<file path="src/rtl/pulse_period_checker_pkg.sv">
// Shared types and default parameters for the pulse period checker.
package pulse_period_checker_pkg;

  typedef enum logic [1:0] {
    HUNT   = 2'd0,
    TRACK  = 2'd1,
    LOCKED = 2'd2
  } state_t;

  localparam int DEF_PERIOD     = 3;
  localparam int DEF_LOCK_COUNT = 4;
  localparam int DEF_CNT_W      = 4;

endpackage

</file>
<file path="src/rtl/pulse_period_checker_counter.sv">
// Interval counter: cycles since the last pulse, restarting at 1 the cycle after a pulse.
module pulse_interval_counter #(
  parameter int CNT_W = pulse_period_checker_pkg::DEF_CNT_W
) (
  input  logic             clk,
  input  logic             reset,
  input  logic             en,
  input  logic             pulse_in,
  output logic [CNT_W-1:0] count
);

  localparam logic [CNT_W-1:0] CNT_MAX = '1;

  // Saturates so a long gap never wraps into a plausible interval.
  always_ff @(posedge clk) begin
    if (reset)
      count <= '0;
    else if (en) begin
      if (pulse_in)
        count <= CNT_W'(1);
      else if (count != CNT_MAX)
        count <= count + CNT_W'(1);
    end
  end

endmodule

</file>
<file path="config.mk">
export PLATFORM = sky130hd
export DESIGN_NAME = pulse_interval_counter
export DESIGN_NICKNAME = d
export VERILOG_FILES = /design/src/rtl/pulse_period_checker_pkg.sv /design/src/rtl/pulse_period_checker_counter.sv
export SDC_FILE = /design/constraint.sdc
export NUM_CORES = 1
export LEC_CHECK = 0
export ABC_AREA = 1
export BUFFER_PORTS_ARGS = -buffer_cell sky130_fd_sc_hd__buf_2
export CORE_AREA = 2 2 39 41
export DETAILED_ROUTE_END_ITERATION = 8
export DIE_AREA = 0 0 41 43
export PLACE_DENSITY = 0.4
export SLEW_MARGIN = 40
export SYNTH_ARGS = -nofsm -noshare
export SYNTH_HDL_FRONTEND = slang
export SYNTH_SLANG_ARGS = --single-unit
</file>
<file path="constraint.sdc">
create_clock -name clk -period 1.2 [get_ports clk]
set_input_delay 0.18 -clock clk [delete_from_list [all_inputs] [get_ports clk]]
set_output_delay 0.18 -clock clk [all_outputs]
set_load 0.05 [all_outputs]
</file>
==> metrics <==
Yosys Warn Count 0; area grow syn2layout 38.0%; worst path required time 1.32 ns; setup_tns 0 ns; Worst Setup Start Kind flip-flop; drt wl/cell 8.27 um; PD cells 1080 nW/um2; final hold violation count 0; Slew Limit Fails 0; CP max stage cell dfxtp_4; worst-path cell chain ha_1 -> nand2_2 -> inv_2 -> nand2_2 -> nand2_2 -> o21ai_1 -> inv_1; total of max-cap violations 0; cell taking the most area after synthesis dfxtp_1; initial antenna violation count 0; post-synth cell types 14; RSZ-0062 raised after global routing false; area occupied by multi-input gates 131 um2; final core occ 23.0%; Port Buffer Count 7; outcome complete, no violations; critical path data arrival time 1.22 ns; Die Area 1760 um2; Most Frequent Cell on Critical Path nand2_2; final RePlAce weighted congestion 0.583; final worst path period share 91.4%; CTS tree built; largest net degree at the start of global routing 7; core area 1380 um2; synth cell count leaders nand2_1 (6), dfxtp_1 (4), inv_1 (4); Cell Count, Final, Fillers Out 59; Max FO, Critical Path 6; switching share of power 23.9%; CTS clock-pin slew for the worst setup and hold paths 0.04 ns; largest registers count: 4 flops; EDFF count, synth 0; Post-CTS Hold Buffers 0; chip width 41 um; flops & latches, synth 4; grt ovf 0; Post-Place Cells 56; Leak Pwr 0.157 nW; Via Count 250; max_slew headroom 83.6%; drc violations 0; syn nets 38; Clk pwr share 46.2%; root buffer cell clkbuf_4; Top reg by flops count; area of the mapped netlist 230 um2; worst vdd ir 0.284 mV; drt via density 4.24; Most used DFF post-synth dfxtp_1; Fill cells 170; ANT cells 0; Initial DRC Count 3; dpl hpwl 412 um; synth top area cells dfxtp_1 (35%), nand2_1 (9.8%), nand2_2 (8.2%), a21oi_1 (6.5%), nand3_1 (6.5%); skew final 0.00174 ns; Net Sw Power 82.3 uW; Synth top area share 34.8%; fmax 0.912 GHz; clk buf depth 2; nets 50; postcts setup bufs 0; Syn Area/Cell 6.98 um2; path type of the worst setup path reg2reg; GRT Total Usage 8.12%; Tightest Pin Transition 0.248 ns; post-cts resize count 0; ys async rst share 0%; most frequent cell after synthesis nand2_1; TritonRoute pass-1 iters 4; sequential power share 41.3%; layout cell share with drive strength beyond 1 46.5%; Seq/Total Area, Yosys 34.8%; Num CTS Buffers 3; minimum clock period 1.10 ns; max reg flops 4; H-tree Lvls 1; Final setup viols 0; Skew-Pair Late Insertion Delay 0.23 ns; Post-Syn Instances 33; drt total wl 488 um; I/O pins 8; Num Clock Sinks 4; Comb pwr share 12.5%; vias in the first global route 223; Initial Utilization 16.6%; FF/Latch Area 90.1 um2; worst hold-check path type in2reg; Post-DRT Antenna Nets 0; die span in y 43 um; CP Capture Type flip-flop; global-route wire length before repair 869 um; Row Count 14; max incr delay on CP 0.35 ns; Pint 262 uW
-- per-layer routing --
layer  share of wire [%]  up-vias  track usage [%]
met5                   0        -                0
met4                 3.9        0             10.0
met3                 8.0        2             4.71
met2                  47       11             10.0
met1                  41      105             8.01
li1                    -      132                -
-- area by class of cell --
cell class	instances	area share (%)
Multi-Input combinational cell	24	41.3
Inverter	5	5.91
Timing Repair Buffer	7	11.0
Tap cell	16	6.30
Clock buffer	3	7.09
Sequential cell	4	28.3
-- placed cells by master (no fill, tap or decap) --
master    instances
buf_2             7
nand2_1           6
inv_1             4
nand2_2           3
nand3_1           3
a21oi_1           3
clkbuf_4          3
nand4_1           2
nor2_1            2
dfxtp_4           2
dfxtp_2           2
nor2_2            1
inv_2             1
nand3b_1          1
o21ai_1           1
a21oi_2           1
ha_1              1
-- per-stage QoR --
step	area (um2)	total power, mW	setup WS [ns]	hold slack, ns
3_5_place_dp	295	0.188	0.0995	0.390
6_report	318	0.344	0.104	0.153
5_1_grt	318	0.376	0.0155	0.159
3_3_place_gp	295	0.188	0.0871	0.391
4_1_cts	318	0.356	0.0923	0.146
2_1_floorplan	240	0.171	0.0478	0.235
-- path summary, 6_finish.rpt --
kind | startpoint | slack [ns] | endpoint | cells past startpoint
worst max-delay path | count[0] | 0.10 | count[2] | 7
worst max register to register | count[0] | 0.10 | count[2] | 7
worst min register to register | count[1] | 0.50 | count[1] | 2
worst min-delay path | reset | 0.15 | count[3] | 2
-- cell families (layout without fill, tap and decap cells) --
| kind of cell | after synthesis | count (layout) | share of synthesized area [%] |
|---|---|---|---|
| and+or+nand+nor | 18 | 18 | 39.1 |
| AOI/OAI and AO/OA | 5 | 5 | 12.5 |
| buffers and inverters | 5 | 15 | 8.15 |
| DFF | 4 | 4 | 34.8 |
| adders and majority gates | 1 | 1 | 5.43 |
-- worst max-delay path, delay by kind of cell, from the launching register on --
kind | cells | cell delay [ns]
simple gates | 3 | 0.21
buf+inv | 2 | 0.09
fa+ha+maj | 1 | 0.23
compound gates | 1 | 0.11
flops | 1 | 0.35
-- power groups by stage --
| stage | logic, mW | registers, mW | clock network (mW) |
|---|---|---|---|
| floorplan | 0.0137 | 0.158 | 0 |
| global placement | 0.0439 | 0.144 | 0 |
| detailed placement | 0.0435 | 0.144 | 0 |
| CTS | 0.0437 | 0.142 | 0.171 |
| global route | 0.0481 | 0.143 | 0.185 |
| finish | 0.0429 | 0.142 | 0.159 |
Power figures use the tool's default switching activity.
